===== src/rtl/serial_fir_mac_if.sv =====
// Handshake and coefficient-port bundle for serial_fir_mac.
// The master drives samples and coefficient writes; the slave is the filter.
interface serial_fir_mac_if #(
  parameter int DW = 16,
  parameter int CW = 14,
  parameter int OW = 26
);
  logic          in_valid;
  logic          in_ready;
  logic [DW-1:0] in_data;
  logic          out_valid;
  logic          out_ready;
  logic [OW-1:0] out_data;
  logic          coef_we;
  logic [3:0]    coef_addr;
  logic [CW-1:0] coef_wdata;
  logic          coef_err;

  modport master (
    output in_valid, in_data, out_ready, coef_we, coef_addr, coef_wdata,
    input  in_ready, out_valid, out_data, coef_err
  );

  modport slave (
    input  in_valid, in_data, out_ready, coef_we, coef_addr, coef_wdata,
    output in_ready, out_valid, out_data, coef_err
  );
endinterface


===== src/rtl/serial_fir_mac.sv =====
// Time-multiplexed FIR: one signed MAC walks all NTAP taps per accepted sample.
// Define SERIAL_FIR_SAT_EN to clamp the output to the OW range instead of wrapping.
module serial_fir_mac #(
  parameter int NTAP = 6,
  parameter int DW   = 16,
  parameter int CW   = 14,
  parameter int OW   = 26
) (
  input  logic             clk,
  input  logic             reset,
  serial_fir_mac_if.slave  bus
);
  localparam int ACC_W = DW + CW + 4;
  localparam int PW    = DW + CW;
  localparam int IW    = (NTAP > 1) ? $clog2(NTAP) : 1;

  typedef enum logic [1:0] {
    IDLE,
    MAC,
    DONE
  } state_t;

  state_t                  r_state;
  logic signed [DW-1:0]    r_x [NTAP];
  logic signed [CW-1:0]    r_c [NTAP];
  logic signed [ACC_W-1:0] r_acc;
  logic [IW-1:0]           r_idx;
  logic [OW-1:0]           r_out_data;
  logic                    r_out_valid;
  logic                    r_coef_err;

  logic signed [PW-1:0]    w_xe;
  logic signed [PW-1:0]    w_ce;
  logic signed [PW-1:0]    w_prod;
  logic signed [ACC_W-1:0] w_sum;
  logic [OW-1:0]           w_fmt;
  logic                    w_coef_ok;
  logic                    w_last;

  assign w_xe   = PW'(r_x[r_idx]);
  assign w_ce   = PW'(r_c[r_idx]);
  assign w_prod = w_xe * w_ce;
  assign w_sum  = r_acc + ACC_W'(w_prod);
  assign w_last = (r_idx == IW'(NTAP - 1));

  // Writes only land while idle and inside the bank; anything else is flagged.
  assign w_coef_ok = (r_state == IDLE) && ({1'b0, bus.coef_addr} < 5'(NTAP));

`ifdef SERIAL_FIR_SAT_EN
  localparam logic [OW-1:0] OMAX = {1'b0, {(OW-1){1'b1}}};
  localparam logic [OW-1:0] OMIN = {1'b1, {(OW-1){1'b0}}};
  logic [ACC_W-OW:0] w_hi;
  logic              w_ovf;

  assign w_hi  = w_sum[ACC_W-1:OW-1];
  assign w_ovf = !((&w_hi) || (~|w_hi));
  assign w_fmt = w_ovf ? (w_sum[ACC_W-1] ? OMIN : OMAX) : w_sum[OW-1:0];
`else
  assign w_fmt = w_sum[OW-1:0];
`endif

  assign bus.in_ready  = (r_state == IDLE) && !reset;
  assign bus.out_valid = r_out_valid;
  assign bus.out_data  = r_out_data;
  assign bus.coef_err  = r_coef_err;

  always_ff @(posedge clk) begin
    if (reset) begin
      r_state     <= IDLE;
      r_acc       <= '0;
      r_idx       <= '0;
      r_out_data  <= '0;
      r_out_valid <= 1'b0;
      r_coef_err  <= 1'b0;
      for (int i = 0; i < NTAP; i++) begin
        r_x[i] <= '0;
        r_c[i] <= '0;
      end
    end else begin
      r_coef_err <= bus.coef_we && !w_coef_ok;
      if (bus.coef_we && w_coef_ok) begin
        r_c[bus.coef_addr[IW-1:0]] <= bus.coef_wdata;
      end

      case (r_state)
        IDLE: begin
          if (bus.in_valid) begin
            r_x[0] <= bus.in_data;
            for (int i = 1; i < NTAP; i++) begin
              r_x[i] <= r_x[i-1];
            end
            r_acc   <= '0;
            r_idx   <= '0;
            r_state <= MAC;
          end
        end
        MAC: begin
          r_acc <= w_sum;
          r_idx <= r_idx + 1'b1;
          if (w_last) begin
            r_out_data  <= w_fmt;
            r_out_valid <= 1'b1;
            r_state     <= DONE;
          end
        end
        DONE: begin
          if (bus.out_ready) begin
            r_out_valid <= 1'b0;
            r_state     <= IDLE;
          end
        end
        default: r_state <= IDLE;
      endcase
    end
  end
endmodule


===== src/flat_wrapper.sv =====
// flat-port wrapper written by rule: the top's interface ports become plain ports
module serial_fir_mac_flat 
#(
  parameter int NTAP = 6,
  parameter int DW   = 16,
  parameter int CW   = 14,
  parameter int OW   = 26
)
  (clk, reset, bus_in_valid, bus_in_data, bus_out_ready, bus_coef_we, bus_coef_addr, bus_coef_wdata, bus_in_ready, bus_out_valid, bus_out_data, bus_coef_err);
  serial_fir_mac_if #(.DW(DW), .CW(CW), .OW(OW)) bus_i ();
  input  logic clk;
  input  logic reset;
  input wire logic [$bits(bus_i.in_valid)-1:0] bus_in_valid;
  input wire logic [$bits(bus_i.in_data)-1:0] bus_in_data;
  input wire logic [$bits(bus_i.out_ready)-1:0] bus_out_ready;
  input wire logic [$bits(bus_i.coef_we)-1:0] bus_coef_we;
  input wire logic [$bits(bus_i.coef_addr)-1:0] bus_coef_addr;
  input wire logic [$bits(bus_i.coef_wdata)-1:0] bus_coef_wdata;
  output wire logic [$bits(bus_i.in_ready)-1:0] bus_in_ready;
  output wire logic [$bits(bus_i.out_valid)-1:0] bus_out_valid;
  output wire logic [$bits(bus_i.out_data)-1:0] bus_out_data;
  output wire logic [$bits(bus_i.coef_err)-1:0] bus_coef_err;
  assign bus_i.in_valid = bus_in_valid;
  assign bus_i.in_data = bus_in_data;
  assign bus_i.out_ready = bus_out_ready;
  assign bus_i.coef_we = bus_coef_we;
  assign bus_i.coef_addr = bus_coef_addr;
  assign bus_i.coef_wdata = bus_coef_wdata;
  assign bus_in_ready = bus_i.in_ready;
  assign bus_out_valid = bus_i.out_valid;
  assign bus_out_data = bus_i.out_data;
  assign bus_coef_err = bus_i.coef_err;
  serial_fir_mac #(.NTAP(NTAP), .DW(DW), .CW(CW), .OW(OW)) u_core (.clk(clk), .reset(reset), .bus(bus_i));
endmodule

===== config.mk =====
export PLATFORM = sky130hd
export DESIGN_NAME = serial_fir_mac_flat
export DESIGN_NICKNAME = d
export VERILOG_FILES = /design/src/rtl/serial_fir_mac_if.sv /design/src/rtl/serial_fir_mac.sv /design/src/flat_wrapper.sv
export SDC_FILE = /design/constraint.sdc
export NUM_CORES = 1
export LEC_CHECK = 0
export BUFFER_PORTS_ARGS = -buffer_cell sky130_fd_sc_hd__buf_2
export CORE_MARGIN = 2
export CORE_UTILIZATION = 65
export CTS_CLUSTER_SIZE = 16
export DETAILED_ROUTE_END_ITERATION = 8
export GPL_TIMING_DRIVEN = 0
export PLACE_DENSITY_LB_ADDON = 0.2
export SLEW_MARGIN = 10
export SYNTH_ARGS = -nofsm -noshare
export SYNTH_HDL_FRONTEND = slang
export SYNTH_SLANG_ARGS = --single-unit

===== constraint.sdc =====
create_clock -name clk -period 16.65 [get_ports clk]
set_clock_uncertainty 0.15 [all_clocks]
set_input_delay 1.665 -clock clk [delete_from_list [all_inputs] [get_ports clk]]
set_output_delay 1.665 -clock clk [all_outputs]
set_load 0.02 [all_outputs]

==> flow_metrics.tcl, run 1 <==
set metrics [dict create \
    wl_per_cell_um 19.9 \
    grt_pass1_wl_mm 72.2 \
    ir_drop_mv 0.113 \
    leakagePower_nw 9.71 \
    gr-total-overflow 0 \
    final_area_um2 21400 \
    core-area_um2 29600 \
    antenna_found_initial 0 \
    portBuffers 67 \
    synth.area.top_cells "edfxtp_1 32%, fa_1 22%, dfxtp_1 6.4%" \
    crit_family "adder cells" \
    worst-path-buf-inv 10 \
    grt_max_degree 70 \
    vias 13100 \
    clk_latency_ns 0.57 \
    first_pass_iters 5 \
    cts_root_buf "clkbuf_16" \
    dp_hpwl_mm 35.7 \
    place_ws_ns 6.74 \
    ys.flop_type "edfxtp_1" \
    worst_pin_slew_ns 1.23 \
    postPlaceCellArea_um2 20500 \
    setup_viol 0 \
    crit_fanout 10 \
    yosysSeqAreaShare_pct 38.4 \
    timing.final.crit_share_pct 60.1 \
    path_clk_slew_ns 0.06 \
    grt_usage_pct 30.4 \
    syn2layout_area_growth_pct 9.54 \
    ioPinCount 68 \
    cts_tree "done" \
    endpoint_kind "flop" \
    slew_headroom_pct 17.2 \
    cp.required_ns 16.99 \
    status "completed" \
    drtIter0Drc 1229 \
    seqCellArea_um2 7490 \
    rsz0062_at_grt "no" \
    synth.most_common_cell "inv_1" \
    yosys_warnings 0 \
    async_flop_share_pct 0 \
    synth_top_area_share_pct 32.0 \
    synth.avg_cell_area_um2 11.1 \
    numCtsBuffers 27 \
    hold_viol_final 0 \
    ys_types 66 \
    layout_min_cycle_time_ns 10.00 \
    htreeDepth 1 \
    final_core_util_pct 72.3 \
    worstSetupStartpointType "flop" \
    layout_setup_ws_ns 6.65 \
    die_x_um 177 \
    fill_cells 2127 \
    multiInputGateArea_um2 10700 \
    synth_common_cells "284 x inv_1, 222 x nor2_1, 218 x fa_1" \
    wl_mm 45.6 \
    grt_pass1_vias 13600 \
    numClockSinks 270 \
    max_stage_delay_ns 0.83 \
    postCtsHoldBufs 0 \
    holdCritPathClass "flop to flop" \
    die_area_um2 31400 \
    setup.worst_path.class "flop to flop" \
    synthCells 1756 \
    viasPerCell 5.70 \
    post_cts_resized 0 \
    dieHeight_um 177 \
    powerDensity_nw_per_um2 154 \
    hold_start "u_core.bus.out_data[20]" \
    cpMaxStageDelayCell "mux2i_1" \
    crit_arrival_ns 10.34 \
    max_cap_violations 0 \
    holdWs_ns 0.300 \
    drive_gt1_share_pct 10.0 \
    nets 2217 \
    yosysTopAreaCell "edfxtp_1" \
    post-cts-setup-buffers 0 \
    initial_core_util_pct 66.0 \
    fp-row-count 63 \
    ant_nets 0 \
    synth_area_um2 19500 \
    slew_viol_final 0 \
    fmax_mhz 100 \
    synth-edff-count 208 \
    synth-seq-cells 270 \
    cts.path.max_buffers 3 \
    drc 0 \
    fin_setup_tns_ns 0 \
    antenna_cells 0 \
    gp_congestion 0.933 \
]
area by class of cell:
class                      count  share of cell area (%)
sequential                   270                    35.1
clock buffer                  37                    3.68
tap                          390                    2.28
clock inverter                12                   0.457
buffer                        83                    1.63
inverter                     288                    5.06
timing repair buffer          69                    1.75
multi-input combinational   1142                    50.1
path summary, 6_finish.rpt:
| path | to | depth (start not counted) | slack, ns |
|---|---|---|---|
| worst min register to register | u_core.bus.out_data[20] | 2 | 0.30 |
| worst max register to register | u_core.bus.out_data[24] | 29 | 6.65 |
| worst max-delay path | u_core.bus.out_data[24] | 29 | 6.65 |
| worst min-delay path | u_core.bus.out_data[20] | 2 | 0.30 |
stage by stage:
stage	power (W)	instances
after global routing	0.00359	2291
after global placement	0.00263	2240
after detailed placement	0.00269	2242
after floorplan	0.00226	1783
after CTS	0.00329	2291
final	0.00329	2291
logic make-up after synthesis:
group | Yosys count | share of synthesized area [%]
AND/OR/NAND/NOR | 559 | 13.2
flip-flops | 270 | 38.4
other | 1 | 0.0192
buffers and inverters | 371 | 7.33
multiplexers | 78 | 7.07
XOR/XNOR | 41 | 2.00
AO/OA/AOI/OAI | 139 | 4.57
adder cells (fa/ha/maj) | 297 | 27.5
worst reg2reg max path, delay by kind of cell (launching register included):
kind | cells | cell delay (ns)
xor gates and xnor gates | 1 | 0.23
AOI/OAI and AO/OA | 7 | 1.86
adders and majority gates | 7 | 3.38
buffers and inverters | 10 | 2.46
muxes | 2 | 1.25
DFF | 1 | 0.38
and+or+nand+nor | 2 | 0.22
state kept, by name, summed over array words and instances, names as in the netlist, named ones only:
register and count:
u_core.r_x 96, u_core.r_idx 3, u_core.bus.out_valid 1, u_core.r_state 2
u_core.r_c 112, u_core.r_acc 26, u_core.bus.coef_err 1, u_core.bus.out_data 26
layout by cell type, fill, tap and decap left out, drive strengths merged, types with 12 or more instances in the layout:
cell / instances
conb: 28
nand2b: 31
o21ai: 13
xnor2: 31
a21oi: 58
buf: 85
inv: 290
fa: 218
and3: 97
nor2b: 12
clkbuf: 104
ha: 79
a21o: 20
a22oi: 23
edfxtp: 208
and2: 13
mux2i: 24
dfxtp: 62
nand2: 151
mux4: 44
nor2: 224
routing by layer:
layer | global-route usage, % | share of wire [%]
met5 | 0 | 0
met3 | 4.45 | 6.9
met1 | 40.8 | 40
met2 | 51.3 | 49
met4 | 10.1 | 3.5
where the power goes:
| group | internal (W) | total, W | switching, W |
|---|---|---|---|
| Combinational | 0.000791 | 0.00189 | 0.00110 |
| Clock | 0.000347 | 0.000604 | 0.000257 |
| Sequential | 0.000771 | 0.000798 | 0.0000265 |
| Total | 0.00191 | 0.00329 | 0.00138 |
(Power assumes the default switching activity.)
==> run 2: changes to the inputs <==
Settings changed: CORE_UTILIZATION 65 to 58.
Clock period 16.65 ns to 8.6 ns, I/O delays scaled along.
==> flow_metrics.tcl, run 2 (synthesis results as in run 1) <==
set metrics [dict create \
    postCtsHoldBufs 0 \
    grt_pass1_vias 13900 \
    hold_viol_final 0 \
    antenna_cells 0 \
    multiInputGateArea_um2 10800 \
    final_common_cell "inv_1" \
    seq_power_share_pct 23.6 \
    slew_viol_final 0 \
    grt_pass1_wl_mm 76.9 \
    regToRegSetupSlack_ns 0.21 \
    wl_per_cell_um 20.4 \
    largest_reg_flops 112 \
    setup.worst_path.class "flop to flop" \
    path_common_cell "fa_1" \
    numCtsBuffers 29 \
    ir_drop_mv 0.216 \
    fin_setup_tns_ns 0 \
    holdWs_ns 0.300 \
    vias 13200 \
    rsz0062_at_grt "yes" \
    numClockSinks 270 \
    initial_core_util_pct 58.6 \
    grt_max_degree 65 \
    dieHeight_um 187 \
    htreeDepth 1 \
    dp_hpwl_mm 37.0 \
    endpoint_kind "flop" \
    path_clk_slew_ns 0.06 \
    fin_cells 2362 \
    core-area_um2 33300 \
    p_switching_w 0.00281 \
    rr_worst_depth 26 \
    antenna_found_initial 0 \
    crit_arrival_ns 8.70 \
    reg_top3 "u_core.r_c: 112 flops, u_core.r_x: 96 flops" \
    powerDensity_nw_per_um2 301 \
    drive_gt1_share_pct 12.2 \
    ant_nets 0 \
    portBuffers 67 \
    fmax_mhz 119 \
    power.internal_w 0.00373 \
    die_x_um 187 \
    seqCellArea_um2 7490 \
    max_cap_violations 0 \
    syn2layout_area_growth_pct 11.6 \
    wl_mm 48.2 \
    ioPinCount 68 \
    cts_root_buf "clkbuf_16" \
    holdCritPathClass "flop to flop" \
    max_stage_delay_ns 0.69 \
    hold_end "u_core.bus.out_data[3]" \
    largest-register "u_core.r_c" \
    gr-total-overflow 0 \
    power_frac_comb_pct 57.8 \
    die_area_um2 35100 \
    hold_start "u_core.bus.out_data[3]" \
    worst_pin_slew_ns 1.19 \
    pwr-share-clk_pct 18.5 \
    place_inst 2300 \
    first_pass_iters 6 \
    nets 2227 \
    slew_headroom_pct 20.4 \
    crit_fanout 10 \
    layout_min_cycle_time_ns 8.39 \
    drc 0 \
    cts.path.max_buffers 3 \
    drtIter0Drc 1252 \
    worstReg2RegEnd "u_core.r_acc[25]" \
    layout_common_cells "284 x inv_1, 221 x nor2_1, 218 x fa_1" \
    cpMaxStageDelayCell "a21oi_1" \
    worstSetupStartpointType "flop" \
    cp.required_ns 8.90 \
    gp_congestion 0.960 \
    p_sw_share_pct 42.9 \
    timing.final.crit_share_pct 97.6 \
    fp-row-count 67 \
    cts_tree "done" \
    leakagePower_nw 9.84 \
    whs_path_depth 2 \
    setup_viol 0 \
    clk_latency_ns 0.59 \
    grt_usage_pct 28.6 \
    fill_cells 2640 \
    status "completed" \
    viasPerCell 5.60 \
]
run 2: layout make-up:
cell class | instances | area share (%)
Multi-Input combinational cell | 1142 | 49.9
Sequential cell | 270 | 34.4
Inverter | 288 | 4.97
Clock buffer | 39 | 3.51
Tap cell | 448 | 2.58
Timing Repair Buffer | 78 | 2.09
Buffer | 82 | 1.93
Clock inverter | 15 | 0.656
run 2: routing by layer:
| layer | GRT usage (%) | share of wire [%] | vias up |
|---|---|---|---|
| li1 | - | - | 5963 |
| met1 | 37.5 | 40 | 6576 |
| met2 | 49.0 | 49 | 558 |
| met3 | 3.70 | 6.5 | 126 |
| met4 | 11.2 | 4.3 | 0 |
| met5 | 0 | 0 | - |
run 2: what timing repair did:
action | in CTS | in global routing
pin swaps | 0 | 2
endpoints found under the setup margin | 32 | 11
setup buffers | 2 | 7
gates resized for setup | 42 | 38
run 2: power groups by stage:
stage	Clock, W	Combinational, W	Sequential (W)
floorplan	0	0.00282	0.00155
global placement	0	0.00360	0.00157
detailed placement	0	0.00368	0.00157
CTS	0.00122	0.00376	0.00155
global route	0.00128	0.00429	0.00155
finish	0.00121	0.00378	0.00155
run 2: how the worst max path moves through the flow:
stage                                          to  cells past startpoint
after CTS                 u_core.bus.out_data[24]                     30
after floorplan           u_core.bus.out_data[24]                     29
after detailed placement  u_core.bus.out_data[24]                     29
final                            u_core.r_acc[25]                     26
after global routing             u_core.r_acc[25]                     26
after global placement    u_core.bus.out_data[24]                     29
run 2: through the flow:
| stage | cell area [um^2] | util [%] | setup WS (ns) | total power (W) |
|---|---|---|---|---|
| after floorplan | 19600 | - | 0.865 | 0.00437 |
| after global placement | 20500 | 61.6 | -1.51 | 0.00517 |
| after detailed placement | 20500 | 61.7 | -1.55 | 0.00525 |
| after CTS | 21600 | 65.0 | 0.0481 | 0.00653 |
| after global routing | 21800 | 65.4 | -0.00330 | 0.00712 |
| final | 21800 | 65.4 | 0.207 | 0.00654 |
run 2: critical path, delay by kind of cell, from the launching register on:
family / cells / cell delay, ns
DFF: 1 / 0.30
buffers and inverters: 7 / 1.42
and+or+nand+nor: 6 / 0.99
xor gates and xnor gates: 1 / 0.36
AOI/OAI and AO/OA: 5 / 1.65
adders and majority gates: 7 / 3.36
